File: src/rtl/drum_pkg.sv
// Shared types, sizes and voice sample-memory map for the drum voice scheduler.
package drum_pkg;

    localparam int unsigned NUM_VOICES = 4;
    localparam int unsigned STEPS      = 16;
    localparam int unsigned ADDR_W     = 12;
    localparam int unsigned SAMPLE_W   = 8;
    localparam int unsigned VOICE_W    = $clog2(NUM_VOICES);
    localparam int unsigned STEP_W     = $clog2(STEPS);
    localparam int unsigned PTR_W      = 11;
    localparam int unsigned ACC_W      = SAMPLE_W + VOICE_W;

    localparam logic signed [ACC_W-1:0] SAT_MAX = ACC_W'((1 << (SAMPLE_W - 1)) - 1);
    localparam logic signed [ACC_W-1:0] SAT_MIN = ~SAT_MAX;

    typedef enum logic [VOICE_W-1:0] {
        VOICE_KICK,
        VOICE_SNARE,
        VOICE_HIHAT,
        VOICE_CLAP
    } voice_e;

    typedef enum logic [1:0] {
        ST_IDLE,
        ST_READ,
        ST_CAPT,
        ST_DONE
    } state_t;

    function automatic logic [ADDR_W-1:0] voice_base(input voice_e v);
        case (v)
            VOICE_KICK:  voice_base = ADDR_W'(0);
            VOICE_SNARE: voice_base = ADDR_W'(1024);
            VOICE_HIHAT: voice_base = ADDR_W'(2048);
            default:     voice_base = ADDR_W'(3242);
        endcase
    endfunction

    function automatic logic [PTR_W-1:0] voice_len(input voice_e v);
        case (v)
            VOICE_KICK:  voice_len = PTR_W'(1024);
            VOICE_SNARE: voice_len = PTR_W'(1024);
            VOICE_HIHAT: voice_len = PTR_W'(1194);
            default:     voice_len = PTR_W'(854);
        endcase
    endfunction

    // Clamp the wide mix sum to the signed sample range.
    function automatic logic [SAMPLE_W-1:0] sat_sample(input logic signed [ACC_W-1:0] a);
        if (a > SAT_MAX)
            sat_sample = SAT_MAX[SAMPLE_W-1:0];
        else if (a < SAT_MIN)
            sat_sample = SAT_MIN[SAMPLE_W-1:0];
        else
            sat_sample = a[SAMPLE_W-1:0];
    endfunction

endpackage

File: src/rtl/drum_voice_scheduler_if.sv
// Read port of the shared sample memory: address/strobe out, data back one cycle later.
interface drum_voice_scheduler_if;
    import drum_pkg::*;

    logic                mem_re;
    logic [ADDR_W-1:0]   mem_addr;
    logic [SAMPLE_W-1:0] mem_rdata;

    modport master (output mem_re, output mem_addr, input mem_rdata);
    modport slave  (input mem_re, input mem_addr, output mem_rdata);
endinterface

File: src/rtl/drum_step_seq.sv
// Pattern RAM and step counter; raises a pending trigger per voice on each tempo step.
module drum_step_seq
    import drum_pkg::*;
(
    input  logic                  clk,
    input  logic                  n_rst,
    input  logic                  step_en,
    input  logic                  run,
    input  logic                  pat_we,
    input  logic [VOICE_W-1:0]    pat_voice,
    input  logic [STEP_W-1:0]     pat_step,
    input  logic                  pat_bit,
    input  logic [NUM_VOICES-1:0] pend_clr,
    output logic [NUM_VOICES-1:0] pending,
    output logic [STEP_W-1:0]     step_idx
);

    logic [STEPS-1:0]      pattern [NUM_VOICES];
    logic                  run_q;
    logic [NUM_VOICES-1:0] hit;

    // Pattern is read before this cycle's write lands, so a colliding write is seen next time.
    always_comb begin
        hit = '0;
        if (step_en && run) begin
            for (int v = 0; v < NUM_VOICES; v++)
                hit[v] = pattern[v][step_idx];
        end
    end

    always_ff @(posedge clk or negedge n_rst) begin
        if (!n_rst) begin
            for (int v = 0; v < NUM_VOICES; v++)
                pattern[v] <= '0;
            pending  <= '0;
            step_idx <= '0;
            run_q    <= 1'b0;
        end else begin
            run_q <= run;
            if (pat_we)
                pattern[pat_voice][pat_step] <= pat_bit;
            pending <= (pending & ~pend_clr) | hit;
            if (run_q && !run)
                step_idx <= '0;
            else if (step_en && run)
                step_idx <= step_idx + STEP_W'(1);
        end
    end

endmodule

File: src/rtl/drum_voice_scheduler.sv
// Drum machine core: step sequencer plus a per-sample sweep of all voices through one shared ROM.
module drum_voice_scheduler
    import drum_pkg::*;
(
    input  logic                  clk,
    input  logic                  n_rst,
    input  logic                  sample_en,
    input  logic                  step_en,
    input  logic                  run,
    input  logic                  pat_we,
    input  logic [VOICE_W-1:0]    pat_voice,
    input  logic [STEP_W-1:0]     pat_step,
    input  logic                  pat_bit,
    drum_voice_scheduler_if.master mem,
    output logic [SAMPLE_W-1:0]   audio_out,
    output logic                  audio_valid,
    output logic [STEP_W-1:0]     step_idx,
    output logic                  overrun
);

    state_t                   state;
    logic [VOICE_W-1:0]       vc;
    logic [VOICE_W-1:0]       vc_nxt;
    logic [PTR_W-1:0]         ptr [NUM_VOICES];
    logic [NUM_VOICES-1:0]    active;
    logic signed [ACC_W-1:0]  acc;
    logic signed [ACC_W-1:0]  rdata_ext;
    logic [SAMPLE_W-1:0]      sat;
    logic [NUM_VOICES-1:0]    pending;
    logic [NUM_VOICES-1:0]    pend_clr;

    drum_step_seq u_seq (
        .clk       (clk),
        .n_rst     (n_rst),
        .step_en   (step_en),
        .run       (run),
        .pat_we    (pat_we),
        .pat_voice (pat_voice),
        .pat_step  (pat_step),
        .pat_bit   (pat_bit),
        .pend_clr  (pend_clr),
        .pending   (pending),
        .step_idx  (step_idx)
    );

    // Pending triggers are consumed at sweep start; triggers arriving the same cycle survive.
    assign pend_clr  = (state == ST_IDLE && sample_en) ? pending : '0;
    assign vc_nxt    = vc + VOICE_W'(1);
    assign rdata_ext = {{(ACC_W - SAMPLE_W){mem.mem_rdata[SAMPLE_W-1]}}, mem.mem_rdata};
    assign sat       = sat_sample(acc);

    // The read strobe/address are issued on entry to READ, so each READ cycle presents them.
    always_ff @(posedge clk or negedge n_rst) begin
        if (!n_rst) begin
            state        <= ST_IDLE;
            vc           <= '0;
            acc          <= '0;
            active       <= '0;
            for (int v = 0; v < NUM_VOICES; v++)
                ptr[v] <= '0;
            mem.mem_re   <= 1'b0;
            mem.mem_addr <= '0;
            audio_out    <= {1'b1, {(SAMPLE_W - 1){1'b0}}};
            audio_valid  <= 1'b0;
            overrun      <= 1'b0;
        end else begin
            audio_valid <= 1'b0;
            overrun     <= sample_en && (state != ST_IDLE);
            case (state)
                ST_IDLE: begin
                    if (sample_en) begin
                        for (int v = 0; v < NUM_VOICES; v++) begin
                            if (pending[v]) begin
                                ptr[v]    <= '0;
                                active[v] <= 1'b1;
                            end
                        end
                        acc          <= '0;
                        vc           <= '0;
                        state        <= ST_READ;
                        mem.mem_re   <= active[0] | pending[0];
                        mem.mem_addr <= voice_base(VOICE_KICK) +
                                        (pending[0] ? ADDR_W'(0) : ADDR_W'(ptr[0]));
                    end
                end
                ST_READ: begin
                    mem.mem_re <= 1'b0;
                    state      <= ST_CAPT;
                end
                ST_CAPT: begin
                    if (active[vc]) begin
                        acc <= acc + rdata_ext;
                        if (ptr[vc] == voice_len(voice_e'(vc)) - PTR_W'(1))
                            active[vc] <= 1'b0;
                        else
                            ptr[vc] <= ptr[vc] + PTR_W'(1);
                    end
                    if (vc == VOICE_W'(NUM_VOICES - 1)) begin
                        state <= ST_DONE;
                    end else begin
                        vc           <= vc_nxt;
                        state        <= ST_READ;
                        mem.mem_re   <= active[vc_nxt];
                        mem.mem_addr <= voice_base(voice_e'(vc_nxt)) + ADDR_W'(ptr[vc_nxt]);
                    end
                end
                ST_DONE: begin
                    audio_out   <= {~sat[SAMPLE_W-1], sat[SAMPLE_W-2:0]};
                    audio_valid <= 1'b1;
                    state       <= ST_IDLE;
                end
                default: state <= ST_IDLE;
            endcase
        end
    end

endmodule

File: src/flat_wrapper.sv
// flat-port wrapper written by rule: the top's interface ports become plain ports
module drum_voice_scheduler_flat import drum_pkg::*;
  (clk, n_rst, sample_en, step_en, run, pat_we, pat_voice, pat_step, pat_bit, audio_out, audio_valid, step_idx, overrun, mem_mem_re, mem_mem_addr, mem_mem_rdata);
  drum_voice_scheduler_if mem_i ();
  input  logic clk;
  input  logic n_rst;
  input  logic sample_en;
  input  logic step_en;
  input  logic run;
  input  logic pat_we;
  input  logic [VOICE_W-1:0] pat_voice;
  input  logic [STEP_W-1:0] pat_step;
  input  logic pat_bit;
  output logic [SAMPLE_W-1:0] audio_out;
  output logic audio_valid;
  output logic [STEP_W-1:0] step_idx;
  output logic overrun;
  output wire logic [$bits(mem_i.mem_re)-1:0] mem_mem_re;
  output wire logic [$bits(mem_i.mem_addr)-1:0] mem_mem_addr;
  input wire logic [$bits(mem_i.mem_rdata)-1:0] mem_mem_rdata;
  assign mem_mem_re = mem_i.mem_re;
  assign mem_mem_addr = mem_i.mem_addr;
  assign mem_i.mem_rdata = mem_mem_rdata;
  drum_voice_scheduler u_core (.clk(clk), .n_rst(n_rst), .sample_en(sample_en), .step_en(step_en), .run(run), .pat_we(pat_we), .pat_voice(pat_voice), .pat_step(pat_step), .pat_bit(pat_bit), .mem(mem_i), .audio_out(audio_out), .audio_valid(audio_valid), .step_idx(step_idx), .overrun(overrun));
endmodule
File: config.mk
export PLATFORM = sky130hd
export DESIGN_NAME = drum_voice_scheduler_flat
export DESIGN_NICKNAME = d
export VERILOG_FILES = /design/src/rtl/drum_pkg.sv /design/src/rtl/drum_voice_scheduler_if.sv /design/src/rtl/drum_step_seq.sv /design/src/rtl/drum_voice_scheduler.sv /design/src/flat_wrapper.sv
export SDC_FILE = /design/constraint.sdc
export NUM_CORES = 1
export LEC_CHECK = 0
export BUFFER_PORTS_ARGS = -buffer_cell sky130_fd_sc_hd__buf_2
export CORE_MARGIN = 5
export CORE_UTILIZATION = 45
export CTS_BUF_LIST = sky130_fd_sc_hd__clkbuf_2
export CTS_CLUSTER_SIZE = 30
export DETAILED_ROUTE_END_ITERATION = 8
export PLACE_DENSITY_LB_ADDON = 0.15
export RECOVER_POWER = 25
export SETUP_SLACK_MARGIN = 0.4
export SYNTH_ARGS = -nofsm -noshare
export SYNTH_HDL_FRONTEND = slang
export SYNTH_SLANG_ARGS = --single-unit
File: constraint.sdc
create_clock -name clk -period 6.7 [get_ports clk]
set_clock_uncertainty 0.15 [all_clocks]
set_input_delay 0.335 -clock clk [delete_from_list [all_inputs] [get_ports clk]]
set_output_delay 0.335 -clock clk [all_outputs]
set_load 0.005 [all_outputs]
==> results.txt <==
The run finished, with violations left. The checks that failed: max-capacitance violations, max-slew violations. In this run the worst hold path is classified as input pin to flip-flop. The max-slew violation count is 81. Timing would allow up to 227.5 MHz. Among all flip-flop cells after synthesis, the most frequent one is dfrtp_1. The final worst-path cycle share works out to 0.6561. The routed wire length per instance is 18.91 microns. STA classifies the critical path endpoint as an asynchronous set/reset pin. Post-layout worst setup margin: 2.304 ns.

The wire length of the first global-routing pass is 34850 microns. After technology mapping, the gate count stands at 799. Measured in cells, the most critical reg-to-reg path has a length of 8. The run gives 6526 as the total via count in the routed design.

The worst setup path is launched from an input pin. TritonCTS built the clock tree. The sequential cells in the finished layout cover a total of 3955 sq um.

Summed over all cells, the static leakage comes to 4.134 nW. The biggest cell delay along the critical path is 1.68 ns, and the starting density of the core is 0.4555. The total overflow left after global routing is 0. The worst relative slew slack is -0.5012, and the fill cell total of the finished layout is 1791. The critical-path cell with the highest stage delay was clkbuf_1. Traced cell by cell, the critical path runs through dlygate4sd3_1 > dlygate4sd3_1 > clkbuf_1 > clkbuf_1. The overall power after layout is 0.002924 W. The logic depth of the worst path, buffers included was 4. Buffer type at the clock tree root: clkbuf_2.

The overall routing resource usage came out at 0.1965. The logs give 0.5012 for the post-layout utilization of the core and 0 for the number of warnings printed during yosys synthesis. The post-CTS clock slew at the launch and capture registers of the worst setup and hold paths came out at 0.24 ns. The clock reaches the later pin of the worst-skew pair after 0.76 ns.

The fraction of synthesis flops using an asynchronous set or reset pin is 1.000. Counting instances, the worst hold path has a depth of 2. Setup repair after global routing left no endpoint under its margin. The tools report the final count of negative-setup-slack endpoints as 0. The number of distinct library cells after synthesis was 66. Power spread over the standard cell area amounts to 300.7 nW/um^2. The tools report the number of max-cap violations as 2.

The count of buffers from port buffering was 47. At the end of routability-driven placement, the weighted congestion stood at 0.8644. The standard cell core area was 19400 sq um. The HPWL after detailed placement is 14880 microns. The die span in x was 150.1 microns; the DRC violation total after the first TritonRoute iteration was 447. In the layout the commonest cells are 157 x dfrtp_1, 111 x nand2_1, 64 x mux2_2. The hold violation total from the final report is 0, and the cell area after layout is 9723 sq um. The library cell used most frequently in the layout, excluding fill and tap cells, is dfrtp_1. At the pin with the least slew margin, the transition time is 2.252 ns. The run gives 25 as the total of hold buffers inserted after clock tree synthesis. The footprint of the multi-input gates is 4557 sq um, and the layout-stage area growth over the synthesis result is 10.04%. The total of cells resized after clock tree synthesis was 0; the number of synthesized register bits was 158. The vertical die dimension was 150.1 microns. The cell area that synthesis handed to floorplanning was 8836 sq um. Adding up every negative setup slack in the final design gives 0 ns. The logs give 847 for the synthesized net count and 6707 for the via count of the first global-routing pass.

For this run, design rule violations remaining after detail routing come to 0. At the end of the flow, the number of nets in the layout was 895. A synthesized cell averages 11.06 sq um. The die covers 22540 sq um. For the sum of routed wire length over all layers, the log shows 21280 microns.

Residual antenna-violating net count after detailed routing: 0. The total clock sinks was 158. After clock tree synthesis, the setup repair step added 0 buffers.

In this run, synthesis inferred 0 flip-flops with an integrated enable. After floorplanning, the core was divided into 51 placement rows. The worst setup slack before clock tree synthesis came out at 2.493 ns. The cell area reported after detailed placement was 9209 sq um; the share of post-route cells with drive strength above 1 was 0.2386. The H-tree was split into 4 levels.

The clock buffer count from CTS was 17; the critical path data arrival time was 4.71 ns. IR analysis of the VDD net gives a maximum drop of 0.0001425 V. The logs give 0.4476 for the sequential cell area fraction in the yosys report and 1 for the initial antenna violation count. Entering global routing, the biggest net connects 82 pins. The maximum number of buffers from clock root to sink was 2; the via density per instance was 5.801.

Time the worst path needs with I/O delays and setup: 4.396 ns. Along the worst path, the maximum fanout reaches 40. During I/O placement, the number of pins put on the boundary was 48.

The number of buffer and inverter instances along the worst setup path works out to 4. Data on the critical path is required at its endpoint by 7.01 ns. In this design, the largest share of critical-path delay is due to buffers and inverters. The first TritonRoute pass finished after 5 iterations. Classification of the worst setup path: input pin to asynchronous set/reset pin.
power by group:
group          total, W  switching (W)  leakage [nW]  internal [W]
Combinational   0.00108       0.000650          1.88      0.000433
Sequential      0.00124       0.000139          2.10       0.00110
Clock          0.000599       0.000356         0.158      0.000244
Total           0.00292        0.00114          4.13       0.00178
cell usage after synthesis, types with 5 or more instances:
cell type	n	share of area
nand3_1	11	0.0062
clkbuf_1	31	0.013
nor3_1	14	0.0079
dfrtp_1	157	0.44
a32o_1	5	0.0057
inv_1	23	0.0098
xnor2_1	14	0.014
o21ai_0	36	0.020
a21oi_1	17	0.0096
buf_4	5	0.0042
o21ai_1	16	0.0091
mux4_2	43	0.11
nor3b_1	7	0.0059
o2bb2ai_1	33	0.033
nor2_1	57	0.024
nand2b_1	9	0.0064
a31oi_1	7	0.0050
xor2_1	10	0.0099
o31ai_1	6	0.0051
or2_2	9	0.0064
and3_1	6	0.0042
mux2_2	64	0.082
ha_1	26	0.037
o211ai_1	8	0.0068
nand2_1	111	0.047
metrics by stage:
| stage | std cells | hold slack, ns |
|---|---|---|
| 6_report | 1125 | 0.2548 |
| 5_1_grt | 1125 | 0.2069 |
| 4_1_cts | 1124 | 0.1011 |
| 3_5_place_dp | 1068 | 0.2635 |
| 3_3_place_gp | 1068 | 0.2557 |
| 2_1_floorplan | 799 | -0.1106 |
worst paths after layout:
check,start,end,slack (ns)
setup / recovery,n_rst,u_core.mem.mem_addr[8],2.30
hold / removal,pat_bit,u_core.u_seq.pattern[28],0.25
setup reg to reg,u_core.state[0],u_core.ptr[21],2.39
hold reg to reg,u_core.audio_out[7],u_core.audio_out[7],0.33
max in group clk,u_core.state[0],u_core.ptr[21],2.39
min in group asynchronous,n_rst,u_core.overrun,1.17
kinds of logic (layout without fill, tap and decap cells):
family	count (synthesis)	count (layout)	share of synthesized area
and+or+nand+nor	250	250	0.1299
DFF	158	158	0.4476
AOI/OAI and AO/OA	157	157	0.1255
muxes	111	111	0.1975
buffers and inverters	72	132	0.03668
adders and majority gates	27	27	0.03908
xor gates and xnor gates	24	24	0.02379
other	0	1	0
worst register-to-register path, stage by stage, from the launching register on:
cell and delay [ns]:
dfrtp_1 0.47, inv_1 0.09, ha_1 0.82, clkinv_1 0.59, o211ai_1 1.00, a21oi_1 0.20
nand2_1 0.16, a311o_1 0.50, o21ai_0 0.18
sequential cells by signal (all words and copies together) (netlist names):
name                   cells
u_core.acc                10
u_core.active              4
u_core.audio_out           8
u_core.audio_valid         1
u_core.mem.mem_addr       12
u_core.mem.mem_re          1
u_core.overrun             1
u_core.ptr                44
u_core.state               2
u_core.u_seq.pattern      64
u_core.u_seq.pending       4
u_core.u_seq.run_q         1
u_core.u_seq.step_idx      4
u_core.vc                  2
layer usage:
layer	vias up	wire (microns)	global-route usage
met5	-	0	0
met4	0	323	0.04941
met3	24	1113	0.04034
met2	178	9971	0.3122
met1	3319	9870	0.2782
li1	3005	-	-
final cells by class:
cell class              count  area share
clock buffers              17    0.008750
well taps                 265     0.03410
flip-flops and latches    158      0.4068
inverters                  25    0.009651
multi-input cells         569      0.4687
repair buffers             76     0.05199
diodes                      1   0.0002574
clock inverters            14     0.01982
Note: power is estimated with default switching activity, not from simulation.
